===== src/rtl/fetch_port_arbiter.sv =====
// Two-core fetch arbiter: round-robin token grant onto one shared instruction port,
// with an in-order tracking FIFO that steers responses back and drops flushed ones.
module fetch_port_arbiter #(
  parameter int MAX_OUTSTANDING = 2,
  parameter int DATA_WIDTH      = 32,
  localparam int CW = $clog2(MAX_OUTSTANDING + 1),
  localparam int PW = (MAX_OUTSTANDING > 1) ? $clog2(MAX_OUTSTANDING) : 1
) (
  input  logic                  clk,
  input  logic                  rst,
  input  logic [1:0]            req_valid,
  input  logic [1:0][31:0]      req_addr,
  output logic [1:0]            req_grant,
  input  logic [1:0]            flush,
  output logic [1:0]            resp_valid,
  output logic [DATA_WIDTH-1:0] resp_data,
  output logic                  mem_req,
  output logic [31:0]           mem_addr,
  input  logic                  mem_ready,
  input  logic                  mem_resp_valid,
  input  logic [DATA_WIDTH-1:0] mem_resp_data,
  output logic [CW-1:0]         outstanding,
  output logic                  protocol_error
);

  logic                       token_q, token_d;
  logic [MAX_OUTSTANDING-1:0] id_q, id_d;
  logic [MAX_OUTSTANDING-1:0] killed_q, killed_d;
  logic [PW-1:0]              rd_ptr_q, rd_ptr_d;
  logic [PW-1:0]              wr_ptr_q, wr_ptr_d;
  logic [CW-1:0]              count_q, count_d;
  logic                       perr_q, perr_d;

  logic [1:0] elig_s;
  logic       winner_s;
  logic       push_s;
  logic       pop_s;
  logic       fifo_full_s;
  logic       fifo_empty_s;
  logic       head_id_s;
  logic       head_killed_s;

  // Pointers wrap at MAX_OUTSTANDING, which need not be a power of two.
  function automatic logic [PW-1:0] ptr_inc(input logic [PW-1:0] p);
    if (p == PW'(MAX_OUTSTANDING - 1)) begin
      return {PW{1'b0}};
    end else begin
      return p + PW'(1);
    end
  endfunction

  assign fifo_full_s   = (count_q == CW'(MAX_OUTSTANDING));
  assign fifo_empty_s  = (count_q == {CW{1'b0}});
  assign head_id_s     = id_q[rd_ptr_q];
  assign head_killed_s = killed_q[rd_ptr_q];

  // Eligibility per core; nothing is eligible while in reset.
  always_comb begin
    elig_s = 2'b00;
    if (rst) begin
      elig_s = 2'b00;
    end else begin
      for (int i = 0; i < 2; i++) begin
        elig_s[i] = req_valid[i] & ~flush[i] & mem_ready & ~fifo_full_s;
      end
    end
  end

  // Grant selection and shared-port drive.
  always_comb begin
    req_grant = 2'b00;
    winner_s  = 1'b0;
    case (elig_s)
      2'b01: begin
        winner_s  = 1'b0;
        req_grant = 2'b01;
      end
      2'b10: begin
        winner_s  = 1'b1;
        req_grant = 2'b10;
      end
      2'b11: begin
        winner_s  = token_q;
        req_grant = token_q ? 2'b10 : 2'b01;
      end
      default: begin
        winner_s  = 1'b0;
        req_grant = 2'b00;
      end
    endcase
    mem_req = |req_grant;
    if (mem_req) begin
      mem_addr = req_addr[winner_s];
    end else begin
      mem_addr = 32'h0000_0000;
    end
  end

  assign push_s = mem_req;
  assign pop_s  = ~rst & mem_resp_valid & ~fifo_empty_s;

  // Response steering; a same-cycle flush of the head's core drops it too.
  always_comb begin
    resp_valid = 2'b00;
    if (pop_s && !head_killed_s && !flush[head_id_s]) begin
      resp_valid[head_id_s] = 1'b1;
    end else begin
      resp_valid = 2'b00;
    end
    if (mem_resp_valid) begin
      resp_data = mem_resp_data;
    end else begin
      resp_data = {DATA_WIDTH{1'b0}};
    end
  end

  // Next-state for token, FIFO contents, pointers, occupancy and error flag.
  always_comb begin
    id_d     = id_q;
    killed_d = killed_q;
    rd_ptr_d = rd_ptr_q;
    wr_ptr_d = wr_ptr_q;
    for (int k = 0; k < MAX_OUTSTANDING; k++) begin
      killed_d[k] = killed_q[k] | flush[id_q[k]];
    end
    if (push_s) begin
      token_d            = ~winner_s;
      id_d[wr_ptr_q]     = winner_s;
      killed_d[wr_ptr_q] = 1'b0;
      wr_ptr_d           = ptr_inc(wr_ptr_q);
    end else begin
      token_d = token_q;
    end
    if (pop_s) begin
      rd_ptr_d = ptr_inc(rd_ptr_q);
    end else begin
      rd_ptr_d = rd_ptr_q;
    end
    case ({push_s, pop_s})
      2'b10:   count_d = count_q + CW'(1);
      2'b01:   count_d = count_q - CW'(1);
      default: count_d = count_q;
    endcase
    perr_d = perr_q | (mem_resp_valid & fifo_empty_s);
  end

  // State registers with synchronous reset.
  always_ff @(posedge clk) begin
    if (rst) begin
      token_q  <= 1'b0;
      id_q     <= {MAX_OUTSTANDING{1'b0}};
      killed_q <= {MAX_OUTSTANDING{1'b0}};
      rd_ptr_q <= {PW{1'b0}};
      wr_ptr_q <= {PW{1'b0}};
      count_q  <= {CW{1'b0}};
      perr_q   <= 1'b0;
    end else begin
      token_q  <= token_d;
      id_q     <= id_d;
      killed_q <= killed_d;
      rd_ptr_q <= rd_ptr_d;
      wr_ptr_q <= wr_ptr_d;
      count_q  <= count_d;
      perr_q   <= perr_d;
    end
  end

  assign outstanding    = count_q;
  assign protocol_error = perr_q;

endmodule


===== config.mk =====
export PLATFORM = sky130hd
export DESIGN_NAME = fetch_port_arbiter
export DESIGN_NICKNAME = d
export VERILOG_FILES = /design/src/rtl/fetch_port_arbiter.sv
export SDC_FILE = /design/constraint.sdc
export NUM_CORES = 1
export LEC_CHECK = 0
export ABC_AREA = 1
export ABC_CLOCK_PERIOD_IN_PS = 1900
export CAP_MARGIN = 20
export CORE_ASPECT_RATIO = 0.75
export CORE_MARGIN = 3
export CORE_UTILIZATION = 25
export CTS_CLUSTER_SIZE = 20
export DETAILED_ROUTE_END_ITERATION = 8
export GPL_ROUTABILITY_DRIVEN = 0
export GPL_TIMING_DRIVEN = 0
export HOLD_SLACK_MARGIN = 0.1
export PLACE_DENSITY = 0.86
export SYNTH_ARGS = -nofsm -noshare
export SYNTH_HDL_FRONTEND = slang
export SYNTH_SLANG_ARGS = --single-unit

===== constraint.sdc =====
create_clock -name clk -period 1.9 [get_ports clk]
set_input_delay 0.475 -clock clk [delete_from_list [all_inputs] [get_ports clk]]
set_output_delay 0.475 -clock clk [all_outputs]
set_load 0.1 [all_outputs]

==> results of run 1 <==
## metrics by stage
stage | setup WS [ps] | TNS [ps] | cells
2_1_floorplan | -356 | -10480 | 248
3_3_place_gp | -1690 | -91630 | 481
3_5_place_dp | -1730 | -94330 | 481
4_1_cts | -265 | -7420 | 507
## synthesized netlist by cell type, types with 2 or more instances
cell,n
sky130_fd_sc_hd__clkbuf_1,4
sky130_fd_sc_hd__clkbuf_2,2
sky130_fd_sc_hd__buf_2,3
sky130_fd_sc_hd__nand2_2,2
sky130_fd_sc_hd__nor2_2,9
sky130_fd_sc_hd__nor2_1,66
sky130_fd_sc_hd__nand4_1,2
sky130_fd_sc_hd__o21ai_0,15
sky130_fd_sc_hd__nand3_1,2
sky130_fd_sc_hd__dfxtp_1,10
sky130_fd_sc_hd__inv_1,43
sky130_fd_sc_hd__buf_6,4
sky130_fd_sc_hd__nand2_1,43
sky130_fd_sc_hd__xor2_1,2
sky130_fd_sc_hd__o21ai_1,20
sky130_fd_sc_hd__a21oi_1,9
## repair_timing
item | in CTS
pin swaps | 33
cloned | 5
gates resized for setup | 641
setup endpoints to repair | 74
setup buffers | 17
hold buffers | 0
## logic make-up after synthesis
family / after synthesis / synth area share (%)
xor+xnor: 2 / 1.34
fa+ha+maj: 1 / 0.959
buf+inv: 59 / 21.4
flops: 10 / 15.3
mux: 1 / 0.767
compound gates: 46 / 18.1
simple gates: 129 / 42.1
==> metrics.txt, run 1 <==
# TYPE chip_impl_metric gauge
chip_impl_info{name="run_status",value="aborted with a tool error"} 1
chip_impl_info{name="outcome.stop_stage",value="global routing (5_1_grt)"} 1
chip_impl_info{name="firstError",value="[ERROR DPL-0038] Utilization greater than 100%, impossible to legalize"} 1
chip_impl_info{name="synth_top_cells_by_area",value="sky130_fd_sc_hd__nor2_1 19%, sky130_fd_sc_hd__dfxtp_1 15%, sky130_fd_sc_hd__inv_1 12%"} 1
chip_impl_metric{name="synth.lib_cells_used.distinct",unit=""} 28
chip_impl_metric{name="grt_max_degree",unit=""} 11
chip_impl_metric{name="placementRows",unit=""} 22
chip_impl_metric{name="placedInstanceArea",unit="um^2"} 3560
chip_impl_metric{name="ys.warnings.count",unit=""} 0
chip_impl_metric{name="synth_sequential_area_ratio",unit="%"} 15.3
chip_impl_metric{name="postSynthRegisterBits",unit=""} 10
chip_impl_metric{name="mappedNetlistArea",unit="um^2"} 1310
chip_impl_metric{name="post_synth_inst_count",unit=""} 248
chip_impl_metric{name="number_of_flops_mapped_to_enable_cells_by_yosys",unit=""} 0
chip_impl_metric{name="die_width",unit="um"} 89.4
chip_impl_metric{name="synth.top_cell.area_share",unit="%"} 19.0
chip_impl_metric{name="clock_buffers_created_by_tritoncts",unit=""} 3
chip_impl_metric{name="ioPinCount",unit=""} 176
chip_impl_metric{name="syn_area_per_cell",unit="um^2"} 5.26
chip_impl_metric{name="port_buffers",unit=""} 173
chip_impl_info{name="synth_top_area_cell",value="sky130_fd_sc_hd__nor2_1"} 1
chip_impl_metric{name="async_flop_share",unit="%"} 0
chip_impl_info{name="worst_path_end_type",value="output port"} 1
chip_impl_metric{name="syn-num-nets",unit=""} 353
chip_impl_metric{name="dp.final_hpwl",unit="um"} 5690
chip_impl_metric{name="effective_utilization_at_floorplan",unit="%"} 26.3
chip_impl_info{name="synth_top_flop_cell",value="sky130_fd_sc_hd__dfxtp_1"} 1
chip_impl_metric{name="htree_levels",unit=""} 1
chip_impl_metric{name="cts_buffer_depth",unit=""} 2
chip_impl_info{name="ctsRootBufferMaster",value="sky130_fd_sc_hd__clkbuf_8"} 1
chip_impl_metric{name="die_height",unit="um"} 68.6
chip_impl_info{name="globalroute.repair_timing.worst_endpoint",value="mem_addr[17]"} 1
chip_impl_metric{name="clock_sinks",unit=""} 10
==> run 2: changes to the inputs <==
- CORE_ASPECT_RATIO: 0.75 -> unset
- CORE_UTILIZATION: 25 -> 24
- CTS_CLUSTER_SIZE: 20 -> unset
- HOLD_SLACK_MARGIN: 0.1 -> unset
- PLACE_DENSITY: 0.86 -> unset
- PLACE_DENSITY_LB_ADDON: unset -> 0.15
==> run 2 against run 1 <==
  * The flow now finishes, with violations (setup timing)
  * Synthesized cell count is the same
  * Area after synthesis is the same
==> metrics.txt, run 2 <==
# TYPE chip_impl_metric gauge
chip_impl_metric{name="critical_path_required",unit="ps"} 1420
chip_impl_metric{name="fmax",unit="GHz"} 0.429
chip_impl_metric{name="clock_sinks",unit=""} 10
chip_impl_info{name="synth_top_area_cell",value="sky130_fd_sc_hd__nor2_1"} 1
chip_impl_metric{name="dr.pass1.iters",unit=""} 5
chip_impl_info{name="slowest_stage",value="sky130_fd_sc_hd__dfxtp_4"} 1
chip_impl_metric{name="grt.overflow.total",unit=""} 0
chip_impl_metric{name="placementRows",unit=""} 26
chip_impl_metric{name="design_area",unit="um^2"} 4760
chip_impl_info{name="critPathCapture",value="mem_addr[10]"} 1
chip_impl_info{name="yosysMostFrequentCell",value="sky130_fd_sc_hd__nor2_1"} 1
chip_impl_info{name="grt_setup_unrepaired",value="yes"} 1
chip_impl_metric{name="async_flop_share",unit="%"} 0
chip_impl_info{name="cp-startpoint",value="outstanding[0]"} 1
chip_impl_metric{name="first_global_vias",unit=""} 2734
chip_impl_metric{name="static_leakage",unit="nW"} 1.76
chip_impl_metric{name="holdBufCountCts",unit=""} 0
chip_impl_info{name="crit_path_end_kind",value="output port"} 1
chip_impl_info{name="mostFrequentLayoutCell",value="sky130_fd_sc_hd__clkdlybuf4s50_1"} 1
chip_impl_metric{name="synth.lib_cells_used.distinct",unit=""} 28
chip_impl_metric{name="ioPinCount",unit=""} 176
chip_impl_metric{name="pwr_density_cell",unit="nW/um^2"} 406
chip_impl_metric{name="timing.critical_path.slowest_cell_delay",unit="ps"} 350
chip_impl_metric{name="num_vias",unit=""} 2879
chip_impl_metric{name="syn_area_per_cell",unit="um^2"} 5.26
chip_impl_metric{name="die_width",unit="um"} 79.7
chip_impl_info{name="synth_top_family_by_area",value="simple AND/OR/NAND/NOR gates"} 1
chip_impl_info{name="synth_top_flop_cell",value="sky130_fd_sc_hd__dfxtp_1"} 1
chip_impl_metric{name="cp.arrival",unit="ps"} 1860
chip_impl_metric{name="antenna_found_initial",unit=""} 0
chip_impl_metric{name="synth_simple_gate_area_share",unit="%"} 42.1
chip_impl_metric{name="ys.warnings.count",unit=""} 0
chip_impl_metric{name="dp.final_hpwl",unit="um"} 5570
chip_impl_metric{name="fin_worst_skew",unit="ps"} 9.76
chip_impl_metric{name="detailedRoute.firstIterationViolations",unit=""} 189
chip_impl_metric{name="net_count_final",unit=""} 565
chip_impl_info{name="ctsRootBufferMaster",value="sky130_fd_sc_hd__clkbuf_8"} 1
chip_impl_info{name="hp-class",value="input port to flip-flop"} 1
chip_impl_metric{name="clock_buffers_created_by_tritoncts",unit=""} 3
chip_impl_metric{name="grt.met1_usage",unit="%"} 34.0
chip_impl_metric{name="worst_pin_slew",unit="ps"} 952
chip_impl_metric{name="placedInstanceArea",unit="um^2"} 3570
chip_impl_metric{name="syn-num-nets",unit=""} 353
chip_impl_metric{name="final.period_utilization",unit="%"} 123
chip_impl_metric{name="clkTransAtPathRegs",unit="ps"} 60
chip_impl_metric{name="diodes",unit=""} 0
chip_impl_metric{name="worstSkewPairLatency",unit="ps"} 250
chip_impl_metric{name="mappedNetlistArea",unit="um^2"} 1310
chip_impl_metric{name="finalWirelength",unit="um"} 12900
chip_impl_info{name="run_status",value="finished, violations left"} 1
chip_impl_metric{name="groute.usage.overall",unit="%"} 31.6
chip_impl_metric{name="vdd.ir_drop.worst",unit="mV"} 0.483
chip_impl_metric{name="drv_slew",unit=""} 0
chip_impl_metric{name="maxCapViolations",unit=""} 0
chip_impl_info{name="crit_chain",value="inv_2 -> nand2_4 -> and2_4 -> nand3_4 -> inv_8 -> buf_12 -> buf_16 -> nor2_4 -> nor2_4 -> buf_12"} 1
chip_impl_metric{name="cts_buffer_depth",unit=""} 2
chip_impl_metric{name="postLayoutSetupSlackWorst",unit="ps"} -430
chip_impl_metric{name="cp_max_fo",unit=""} 5
chip_impl_metric{name="port_buffers",unit=""} 173
chip_impl_metric{name="vias_per_cell",unit=""} 5.44
chip_impl_metric{name="grt_max_degree",unit=""} 11
chip_impl_metric{name="grt_first_pass_wirelength",unit="um"} 15300
chip_impl_info{name="mostFrequentLayoutCells",value="96 x sky130_fd_sc_hd__clkdlybuf4s50_1, 66 x sky130_fd_sc_hd__nor2_4, 45 x sky130_fd_sc_hd__buf_12"} 1
chip_impl_metric{name="number_of_flops_mapped_to_enable_cells_by_yosys",unit=""} 0
chip_impl_info{name="synth_top_cells_by_area",value="sky130_fd_sc_hd__nor2_1 19%, sky130_fd_sc_hd__dfxtp_1 15%, sky130_fd_sc_hd__inv_1 12%"} 1
chip_impl_metric{name="post_synth_inst_count",unit=""} 248
chip_impl_info{name="rr_startpoint",value="outstanding[0]"} 1
chip_impl_metric{name="effective_utilization_at_floorplan",unit="%"} 25.2
chip_impl_metric{name="slew_headroom",unit="%"} 36.8
chip_impl_metric{name="synth_sequential_area_ratio",unit="%"} 15.3
chip_impl_info{name="violations",value="setup timing"} 1
chip_impl_metric{name="syn2layout_area_growth",unit="%"} 265
chip_impl_metric{name="final_antenna_net_count",unit=""} 0
chip_impl_metric{name="grt_util_met2",unit="%"} 56.9
chip_impl_metric{name="wire_per_inst",unit="um"} 24.3
chip_impl_metric{name="period_needed",unit="ps"} 2330
chip_impl_metric{name="synth_adder_area_share",unit="%"} 0.959
chip_impl_info{name="critical_path_class",value="flip-flop to output port"} 1
chip_impl_metric{name="fp.coreArea",unit="um^2"} 5170
chip_impl_metric{name="final.hold.worst_slack",unit="ps"} 421
chip_impl_info{name="worst_setup_path_start_kind",value="flip-flop"} 1
chip_impl_metric{name="report.final.setup_viol",unit=""} 43
chip_impl_info{name="cts_tree",value="built"} 1
chip_impl_metric{name="synth.top_cell.area_share",unit="%"} 19.0
chip_impl_metric{name="finalCoreUtilization",unit="%"} 92.1
chip_impl_metric{name="gr-usage-met3",unit="%"} 7.45
chip_impl_metric{name="htree_levels",unit=""} 1
chip_impl_metric{name="synth_compound_gate_area_share",unit="%"} 18.1
chip_impl_metric{name="postSynthRegisterBits",unit=""} 10
chip_impl_metric{name="yosys-mux-area-fraction",unit="%"} 0.767
chip_impl_info{name="gr-max-usage-layer",value="met2"} 1
chip_impl_metric{name="number_of_cells_on_the_worst_reg_to_reg_path",unit=""} 12
chip_impl_metric{name="number_of_failing_hold_endpoints_at_the_final_stage",unit=""} 0
chip_impl_metric{name="final_layout_size_suffix_gt1_share",unit="%"} 60.8
chip_impl_metric{name="tns",unit="ps"} -13370
chip_impl_metric{name="timing.reg2reg.setup_slack",unit="ps"} 50
chip_impl_metric{name="dieArea",unit="um^2"} 6360
chip_impl_metric{name="detail_route.drc_violations",unit=""} 0
chip_impl_metric{name="synth_xor_xnor_area_share",unit="%"} 1.34
chip_impl_metric{name="die_height",unit="um"} 79.7
chip_impl_info{name="worst_r2r_endpoint",value="outstanding[1]"} 1
chip_impl_info{name="synthTopCellsByCount",value="66 x sky130_fd_sc_hd__nor2_1, 43 x sky130_fd_sc_hd__inv_1, 43 x sky130_fd_sc_hd__nand2_1"} 1
==> run 2: kinds of logic (layout without fill, tap and decap cells) <==
kind of cell | Yosys count | in the layout
mux | 1 | 1
buf+inv | 59 | 268
fa+ha+maj | 1 | 1
xor+xnor | 2 | 2
flops | 10 | 10
simple gates | 129 | 131
compound gates | 46 | 46
==> run 2: worst min-delay path by stage <==
stage,startpoint,slack [ps],to,depth (start not counted)
after floorplan,killed_q[1],460,killed_q[1],2
after global placement,protocol_error,450,protocol_error,2
after detailed placement,protocol_error,460,protocol_error,2
after CTS,rst,410,rd_ptr_q,2
after global routing,rst,420,id_q[1],2
final,rst,420,id_q[1],2
==> run 2: power breakdown <==
| part | switching [mW] | total, mW | internal (mW) |
|---|---|---|---|
| Sequential | 0.0142 | 0.237 | 0.223 |
| Combinational | 0.881 | 1.41 | 0.528 |
| Clock | 0.103 | 0.287 | 0.183 |
| Total | 0.999 | 1.93 | 0.934 |
==> run 2: worst max-delay path: cells and delay by family, from the launching register on <==
kind	cells	cell delay, ps
flops	1	350
buf+inv	5	650
simple gates	5	590
==> run 2: metrics by stage <==
stage,power [mW],setup WS (ps),std cells
after floorplan,0.977,-356,248
after global placement,1.33,-1700,491
after detailed placement,1.35,-1730,491
after CTS,1.79,-339,517
after global routing,1.98,-463,529
final,1.93,-430,529
==> run 2: timing repair <==
item,in CTS,in global routing
pin swaps,17,34
resized for setup,645,56
setup buffers,17,16
gates cloned,6,3
endpoints found under the setup margin,74,46
==> run 2: layout make-up <==
class	count	area, um^2
clock buffers	4	55.1
inverters	45	289
multi-input cells	181	1520
flip-flops and latches	10	214
repair buffers	206	2420
fillers	167	408
plain buffers	13	184
well taps	70	87.6
==> run 2: per-layer routing <==
layer / part of all wire (%) / vias up
met3: 9.6 / 99
met1: 34 / 1341
met4: 8.5 / 0
met5: 0 / -
met2: 48 / 262
li1: - / 1177
No activity file was read; power rests on OpenSTA's default activity.
==> run 3: changes to the inputs <==
- ABC_CLOCK_PERIOD_IN_PS: 1900 -> 2550
- CORE_UTILIZATION: 24 -> 25
- clock period: 1.9 -> 2.55 ns (I/O delays scaled with it)
==> run 3 against run 2 <==
  * The run still ends with setup timing left
  * Setup slack better by 400 ps
  * Clock skew is 1.5 ps lower
  * Highest routed layer unchanged
  * Largest cell class unchanged
  * Wire length is 24% lower
  * First-iteration DRC count is 43% lower
  * Cell count is 4.5% lower
  * Clock power is 31% lower
  * Via count is 15% lower
  * Combinational power is 34% lower
  * Sequential power is 25% lower
  * Utilization is 6.9 points lower
  * Sequential share of layout area is 0.44 points higher
  * Cell area is 13% lower
==> metrics.txt, run 3 (synthesis gave the netlist of run 2 again) <==
# TYPE chip_impl_metric gauge
chip_impl_metric{name="worstSkewPairLatency",unit="ps"} 240
chip_impl_metric{name="grt_first_pass_wirelength",unit="um"} 14000
chip_impl_metric{name="maxCapViolations",unit=""} 0
chip_impl_metric{name="cp_max_fo",unit=""} 8
chip_impl_info{name="ctsRootBufferMaster",value="sky130_fd_sc_hd__clkbuf_8"} 1
chip_impl_metric{name="diodes",unit=""} 0
chip_impl_metric{name="die_width",unit="um"} 78.3
chip_impl_metric{name="htree_levels",unit=""} 1
chip_impl_metric{name="dieArea",unit="um^2"} 6120
chip_impl_metric{name="slew_headroom",unit="%"} 34.0
chip_impl_info{name="mostFrequentLayoutCell",value="sky130_fd_sc_hd__clkdlybuf4s50_1"} 1
chip_impl_metric{name="port_buffers",unit=""} 173
chip_impl_metric{name="clkTransAtPathRegs",unit="ps"} 50
chip_impl_metric{name="wire_per_inst",unit="um"} 19.4
chip_impl_metric{name="worst_pin_slew",unit="ps"} 987
chip_impl_info{name="run_status",value="finished, violations left"} 1
chip_impl_metric{name="critical_path_required",unit="ps"} 1910
chip_impl_metric{name="final.period_utilization",unit="%"} 101
chip_impl_metric{name="dr.pass1.iters",unit=""} 4
chip_impl_metric{name="finalWirelength",unit="um"} 9790
chip_impl_metric{name="report.final.setup_viol",unit=""} 1
chip_impl_info{name="violations",value="setup timing"} 1
chip_impl_info{name="worst_setup_path_start_kind",value="input port"} 1
chip_impl_metric{name="fin_worst_skew",unit="ps"} 8.23
chip_impl_metric{name="vias_per_cell",unit=""} 4.87
chip_impl_metric{name="grt.overflow.total",unit=""} 0
chip_impl_metric{name="static_leakage",unit="nW"} 1.79
chip_impl_info{name="grt_setup_unrepaired",value="yes"} 1
chip_impl_metric{name="final-seq-area",unit="um^2"} 205
chip_impl_metric{name="design_power_total",unit="mW"} 1.30
chip_impl_metric{name="placementRows",unit=""} 25
chip_impl_metric{name="clock_buffers_created_by_tritoncts",unit=""} 3
chip_impl_metric{name="pwr_density_cell",unit="nW/um^2"} 314
chip_impl_metric{name="num_vias",unit=""} 2459
chip_impl_metric{name="detailedRoute.firstIterationViolations",unit=""} 107
chip_impl_metric{name="detail_route.drc_violations",unit=""} 0
chip_impl_metric{name="final_antenna_net_count",unit=""} 0
chip_impl_metric{name="cts_buffer_depth",unit=""} 2
chip_impl_metric{name="dp.final_hpwl",unit="um"} 5390
chip_impl_info{name="crit_path_end_kind",value="output port"} 1
chip_impl_metric{name="groute.usage.overall",unit="%"} 29.1
chip_impl_metric{name="number_of_failing_hold_endpoints_at_the_final_stage",unit=""} 0
chip_impl_metric{name="vdd.ir_drop.worst",unit="mV"} 0.297
chip_impl_metric{name="multiInputGateArea",unit="um^2"} 1440
chip_impl_metric{name="syn2layout_area_growth",unit="%"} 219
chip_impl_metric{name="final_layout_size_suffix_gt1_share",unit="%"} 46.8
chip_impl_metric{name="first_global_vias",unit=""} 2644
chip_impl_info{name="critical_path_class",value="input port to output port"} 1
chip_impl_metric{name="clock_sinks",unit=""} 10
chip_impl_metric{name="effective_utilization_at_floorplan",unit="%"} 26.7
chip_impl_info{name="cts_tree",value="built"} 1
chip_impl_metric{name="tns",unit="ps"} -32.1
chip_impl_metric{name="ioPinCount",unit=""} 176
chip_impl_metric{name="fp.coreArea",unit="um^2"} 4880
chip_impl_metric{name="postLayoutSetupSlackWorst",unit="ps"} -32.1
chip_impl_metric{name="antenna_found_initial",unit=""} 0
chip_impl_metric{name="cp.arrival",unit="ps"} 1940
chip_impl_info{name="mostFrequentLayoutCells",value="99 x sky130_fd_sc_hd__clkdlybuf4s50_1, 48 x sky130_fd_sc_hd__nor2_4, 42 x sky130_fd_sc_hd__nand2_1"} 1
chip_impl_metric{name="grt_max_degree",unit=""} 11
chip_impl_info{name="hp-class",value="flip-flop to flip-flop"} 1
chip_impl_metric{name="holdBufCountCts",unit=""} 0
chip_impl_metric{name="drv_slew",unit=""} 0
chip_impl_metric{name="fmax",unit="GHz"} 0.387
chip_impl_metric{name="die_height",unit="um"} 78.3
chip_impl_metric{name="fillers",unit=""} 248
chip_impl_metric{name="net_count_final",unit=""} 544
chip_impl_metric{name="period_needed",unit="ps"} 2580
-- run 3: changes by cell type in the layout (fill, tap and decap cells not counted), moves of 15 or more --
cell / delta
sky130_fd_sc_hd__buf_12: -16
sky130_fd_sc_hd__buf_2: +22
sky130_fd_sc_hd__buf_4: -34
sky130_fd_sc_hd__o21ai_2: -18
sky130_fd_sc_hd__inv_1: +33
sky130_fd_sc_hd__clkinvlp_4: -30
sky130_fd_sc_hd__nor2_4: -18
sky130_fd_sc_hd__o21ai_4: +15
-- run 3: critical path, stage by stage --
cell and delay [ps]:
sky130_fd_sc_hd__buf_8 120, sky130_fd_sc_hd__nor2_4 80, sky130_fd_sc_hd__and2_4 180, sky130_fd_sc_hd__nand3_4 160, sky130_fd_sc_hd__buf_6 170, sky130_fd_sc_hd__clkbuf_16 160, sky130_fd_sc_hd__o21ai_4 190, sky130_fd_sc_hd__nor2_4 70
sky130_fd_sc_hd__buf_12 160
-- run 3: final timing paths --
check / from / end / slack, ps / depth (start not counted)
max: rst / mem_addr[27] / -30 / 9
min: outstanding[0] / outstanding[0] / 490 / 1
max reg2reg: outstanding[0] / outstanding[1] / 660 / 11
min reg2reg: outstanding[0] / outstanding[0] / 490 / 1
-- run 3: area by class of cell --
type	instances	area share, %
repair buffers	190	50.0
multi-input cells	179	34.6
flip-flops and latches	10	4.93
inverters	45	4.30
plain buffers	10	2.89
well taps	67	2.02
clock buffers	4	1.32
-- run 3: per-layer routing --
metal  vias to the layer above  track usage (%)  routed length [um]
met5                         -                0                   0
met3                        36             7.45                 794
met4                         0             11.7                 464
met1                      1133             28.7                3420
li1                       1131                -                   -
met2                       159             57.1                5110
-- run 3: per-stage QoR --
step           area [um^2]  std cells  utilization, %  hold WS [ps]  worst slack [ps]
2_1_floorplan         1600        248               -           462             -66.6
3_3_place_gp          3420        488            70.0           451             -1400
3_5_place_dp          3420        488            70.0           468             -1410
4_1_cts               4130        508            84.6           477             -32.7
5_1_grt               4160        505            85.3           517             -61.1
6_report              4160        505            85.3           487             -32.1
-- run 3: repair_timing --
item,in CTS,in global routing
pin swaps,15,21
gates cloned,3,1
endpoints found under the setup margin,69,65
gates resized for setup,547,43
buffers inserted,14,1
-- run 3: where the power goes --
group          internal (mW)  switching, mW  leakage (nW)
logic                  0.330          0.598          1.68
registers              0.167         0.0107        0.0833
clock network          0.136         0.0630        0.0288
total                  0.633          0.672          1.79
==> RTL change 1 (flow settings as in run 3) <==
Put one more register stage on the output `protocol_error`, cleared by the reset. The value now appears one clock later. The other outputs are not delayed to match.
--- a/src/rtl/fetch_port_arbiter.sv
+++ b/src/rtl/fetch_port_arbiter.sv
@@ -166,7 +166,13 @@
   end
 
   assign outstanding    = count_q;
-  assign protocol_error = perr_q;
+  always_ff @(posedge clk) begin
+    if (rst) begin
+      protocol_error <= '0;
+    end else begin
+      protocol_error <= perr_q;
+    end
+  end
 
 endmodule
 
Formal check against the unedited RTL: not equivalent (a bounded check fails within 4 cycles, from zero or initial values and one cycle with rst high).
==> RTL change 1 against run 3 <==
Power shrank 5.5%. Area after synthesis rose by 16%. Utilization fell by 11 points. Die area is 15% higher. Setup slack improved by 0.10 ns. Routed wire length fell by 17%. Cell area rose by 1.5%. Sequential cell count up 1. Critical path type unchanged.
==> RTL change 1: results (changes against run 3) <==
CP max FO=7 (-1); initial antenna violation count=0 (unchanged); Reg clk slew, reported paths=0.05 ns (about the same); syn nets=434 (+23%); vias in the first global route=2,677 (+1.2%); r2r setup slk=1.03 ns (+0.37 ns); synth top area cells=nand2_1 (29%), nor2_1 (20%), inv_1 (20%); Hold Path End=protocol_error$_SDFF_PP0_; Clock Tree Root=clkbuf_8; status=completed; first-pass GRT wire length=13.1 mm (-5.9%); layout cells sized above 1=0.351 (-0.117); Leakage=2.06 nW (+15%); vias=2,575 (+4.7%); Critical R2R Capture=outstanding[1]$_SDFFE_PP0P_; Most used DFF post-synth=dfxtp_1; CP Launch Point=rst; slowest cell delay on critical path=approximately 0.18 ns; Placed Area=0.00363 mm^2 (+6.2%); Data arrival, critical path=1.84 ns (-0.10 ns); Detail Placement HPWL=5.65 mm (+4.7%); Antenna Cells=0 (unchanged); H-tree levels=1 (unchanged); largest net degree at the start of global routing=11 (unchanged); R2R depth=10 (-1); nets@finish=633 (+16%); met3 Use GR=0.0652 (-0.00939); Worst Setup EP=mem_addr[9]; Clock Latency Late Sink=0.24 ns (about the same); Max Buffers Root-to-Sink=2 (unchanged); Hold Path Stages=2 (+1); GR Layer Usage met2=0.435 (-0.136); ys async rst share=0 (unchanged); Initial DRT Pass Iterations=4 (unchanged); detailed-routed wire length on met3=611 um (-23%); worst ir drop on vdd=0.221 mV (-26%); met1 WL=2.78 mm (-19%); First DRT Iteration DRCs=72 (-33%); routed len/inst=13.5 um (-30%); R2R Path Start=outstanding[1]$_SDFFE_PP0P_; Hold Crit Class=reg2reg; TritonCTS buffer count=3 (unchanged); sequential area share after synthesis=0.146 (-0.00771); Worst Skew=0.000810 ns (-0.00742 ns); Relative slew margins=0.302 (-0.0379); highest routed layer=met4; Final Hold Viols=0 (unchanged); Syn. warnings=0 (unchanged); Critical-path top delay cell=buf_12; Hold Path Origin=perr_q$_SDFF_PP0_; wire length on met2=4.41 mm (-14%); most frequent cells after synthesis=nand2_1 (118), nor2_1 (80), inv_1 (79), dfxtp_1 (11); overall global routing resource usage=0.230 (-0.0613); port bufs=174 (+0.58%); Synth cell types=19 (-32%); met1 Resource Use GR=0.230 (-0.0578)
==> RTL change 1: timing repair <==
| action | CTS | global route |
|---|---|---|
| pin swaps | 22 | 22 |
| endpoints found under the setup margin | 69 | 57 |
| buffers inserted | 15 | 2 |
| gates resized for setup | 540 | 33 |
| gates cloned | 4 | 1 |
| hold buffers | 0 | 0 |
==> RTL change 1: critical path, delay by kind of cell <==
family | cells | cell delay [ns]
and+or+nand+nor | 4 | 0.41
buffers and inverters | 5 | 0.70
AOI/OAI and AO/OA | 1 | 0.09
==> RTL change 1: per-stage QoR <==
stage	TNS, ns	total power (W)	instances	worst slack, ns	hold slack, ns
final	0	0.00123	599	0.0701	0.442
after global routing	-0.00327	0.00129	599	-0.00327	0.474
after CTS	0	0.00122	598	0.00888	0.447
after detailed placement	-70.90	0.000984	575	-1.50	0.435
after global placement	-68.83	0.000977	575	-1.48	0.422
after floorplan	0	0.000711	329	0.00483	0.410
==> RTL change 1: kinds of logic after synthesis <==
kind of cell	count (synthesis)	share of synthesized area
AO/OA/AOI/OAI	13	0.0464
adder cells (fa/ha/maj)	1	0.00828
buffers and inverters	96	0.267
flip-flops	11	0.146
AND/OR/NAND/NOR	208	0.533
==> RTL change 1: where the power goes <==
part	switching, W	internal [W]
Combinational	0.000544	0.000315
Clock	0.0000665	0.000110
Sequential	0.0000110	0.000186
Total	0.000622	0.000611
==> RTL change 1: area by class of cell <==
class / count / area (um^2)
timing repair buffer: 194 / 2120
fill: 436 / 1450
multi-input combinational: 222 / 1280
inverter: 82 / 310
sequential: 11 / 225
buffer: 14 / 159
tap: 72 / 90.1
clock buffer: 4 / 45.0
==> RTL change 2 (settings of run 3) <==
Made on the original files. Change the parameter `MAX_OUTSTANDING` from 2 to 8.
--- a/src/rtl/fetch_port_arbiter.sv
+++ b/src/rtl/fetch_port_arbiter.sv
@@ -1,7 +1,7 @@
 // Two-core fetch arbiter: round-robin token grant onto one shared instruction port,
 // with an in-order tracking FIFO that steers responses back and drops flushed ones.
 module fetch_port_arbiter #(
-  parameter int MAX_OUTSTANDING = 2,
+  parameter int MAX_OUTSTANDING = 8,
   parameter int DATA_WIDTH      = 32,
   localparam int CW = $clog2(MAX_OUTSTANDING + 1),
   localparam int PW = (MAX_OUTSTANDING > 1) ? $clog2(MAX_OUTSTANDING) : 1
Interface: changed (resized outstanding); port bits go from 176 to 178. No check against the original RTL was run, so the function may have changed too.
==> RTL change 2 against run 3 <==
The run still ends with negative setup slack left. Hold slack got worse by 0.021 ns. Register-to-register slack got worse by 0.49 ns. Non-clock buffer count rose by 14. Combinational power rose by 31%. Area after synthesis rose by 99%. Cell area rose by 35%. Critical path depth rose by 3. Sequential cell count rose by 18. Routed wire length rose by 6.6%. Power rose by 60%. Setup slack got worse by 0.014 ns. Clock skew fell by 0.0028 ns. Sequential power rose to 2.9 times the old value. Critical path type unchanged. Critical endpoint is now mem_addr[18]. Largest power group unchanged.
==> RTL change 2: results (changes against run 3) <==
# fillers=922 (+270%); Post-Synthesis Cells=415 (+67%); worst ir drop on vdd=0.250 mV (-16%); Setup Slack @ Placement=-1.40 ns (+0.0108 ns); Critical R2R Capture=outstanding[2]$_SDFFE_PP0P_; Leakage=2.44 nW (+36%); Worst Setup EP=mem_addr[18]; Initial DRT Pass Iterations=6 (+2); post-synthesis mux area share=0.00433 (-0.00334); Hold Path Stages=2 (+1); wire length on met2=5.22 mm (+2.2%); Hold Path End=protocol_error$_SDFF_PP0_; Clock Latency Late Sink=0.28 ns (+0.04 ns); met1 Resource Use GR=0.200 (-0.0878); port bufs=173 (unchanged); detailed-routed wire length on met3=970 um (+22%); Slew @ Worst Pin=0.991 ns (+0.00363 ns); R2R depth=16 (+5); status=complete, but fails checks; sequential area share after synthesis=0.216 (+0.0623); slowest cell delay on critical path=~0.18 ns; setup_tns=-0.310 ns (-0.278 ns); Synth cell types=31 (+11%); first-pass GRT wire length=16.4 mm (+18%); Data arrival, critical path=1.96 ns (+0.02 ns); GR Layer Usage met2=0.316 (-0.255); Reg clk slew, reported paths=0.10 ns (+0.05 ns); Min Hold Slack=0.467 ns (-0.0210 ns); met3 Use GR=0.0454 (-0.0292); Synth Area in XOR/XNOR=0.00337 (-0.0101); final setup fails=19 (+18); Worst Skew=0.00541 ns (-0.00282 ns); Adder-Cell Fraction of Synth Area=0.0337 (+0.0241); overall global routing resource usage=0.173 (-0.118); syn nets=526 (+49%); pwr dens=373 mW/mm^2 (+19%); P_int=0.00113 W (+78%); CP max FO=6 (-2); met1 WL=4.03 mm (+18%); post-route insts no fill=745 (+48%); clock share of power=0.173 (+0.021); failing checks=negative setup slack; Hold Path Origin=protocol_error$_SDFF_PP0_; vias=3,358 (+37%); most frequent cells after synthesis=nand2_1 (92), nor2_1 (68), inv_1 (58), nor2_2 (31), o21ai_2 (30); Flop pwr share=0.246 (+0.110); r2r setup slk=0.17 ns (-0.49 ns); Critical-path top delay cell=buf_12; nets@finish=724 (+33%); final worst slack=-0.0464 ns (-0.0143 ns); highest routed layer=met4; layout cells sized above 1=0.346 (-0.122); synth top area cells=dfxtp_1 (22%), nand2_1 (13%), o21ai_2 (10%); First DRT Iteration DRCs=134 (+25%); H-tree levels=1 (unchanged); Placed Area=0.00484 mm^2 (+42%)
RTL change 2: cells by family (layout without fill, tap and decap cells):
kind of cell | count (synthesis) | count (layout)
mux | 1 | 1
simple gates | 221 | 222
xor+xnor | 1 | 1
buf+inv | 83 | 279
compound gates | 74 | 74
fa+ha+maj | 7 | 7
flops | 28 | 28
RTL change 2: layout make-up:
class,count,area (um^2),share of cell area
timing repair buffer,194,2190,0.391
clock inverter,1,30.0,0.00536
multi-input combinational,305,2100,0.374
inverter,61,255,0.0455
buffer,20,243,0.0433
sequential,28,577,0.103
tap,133,166,0.0297
clock buffer,3,41.3,0.00736
RTL change 2: critical path, delay by kind of cell:
kind | cells | cell delay [ns]
compound gates | 1 | 0.07
simple gates | 5 | 0.54
buf+inv | 6 | 0.69
RTL change 2: timing repair:
item,in CTS,in global routing
setup buffers,14,4
gates resized for setup,475,68
setup endpoints to repair,72,63
endpoints found under the hold margin,0,0
gates cloned,4,2
pin swaps,33,11
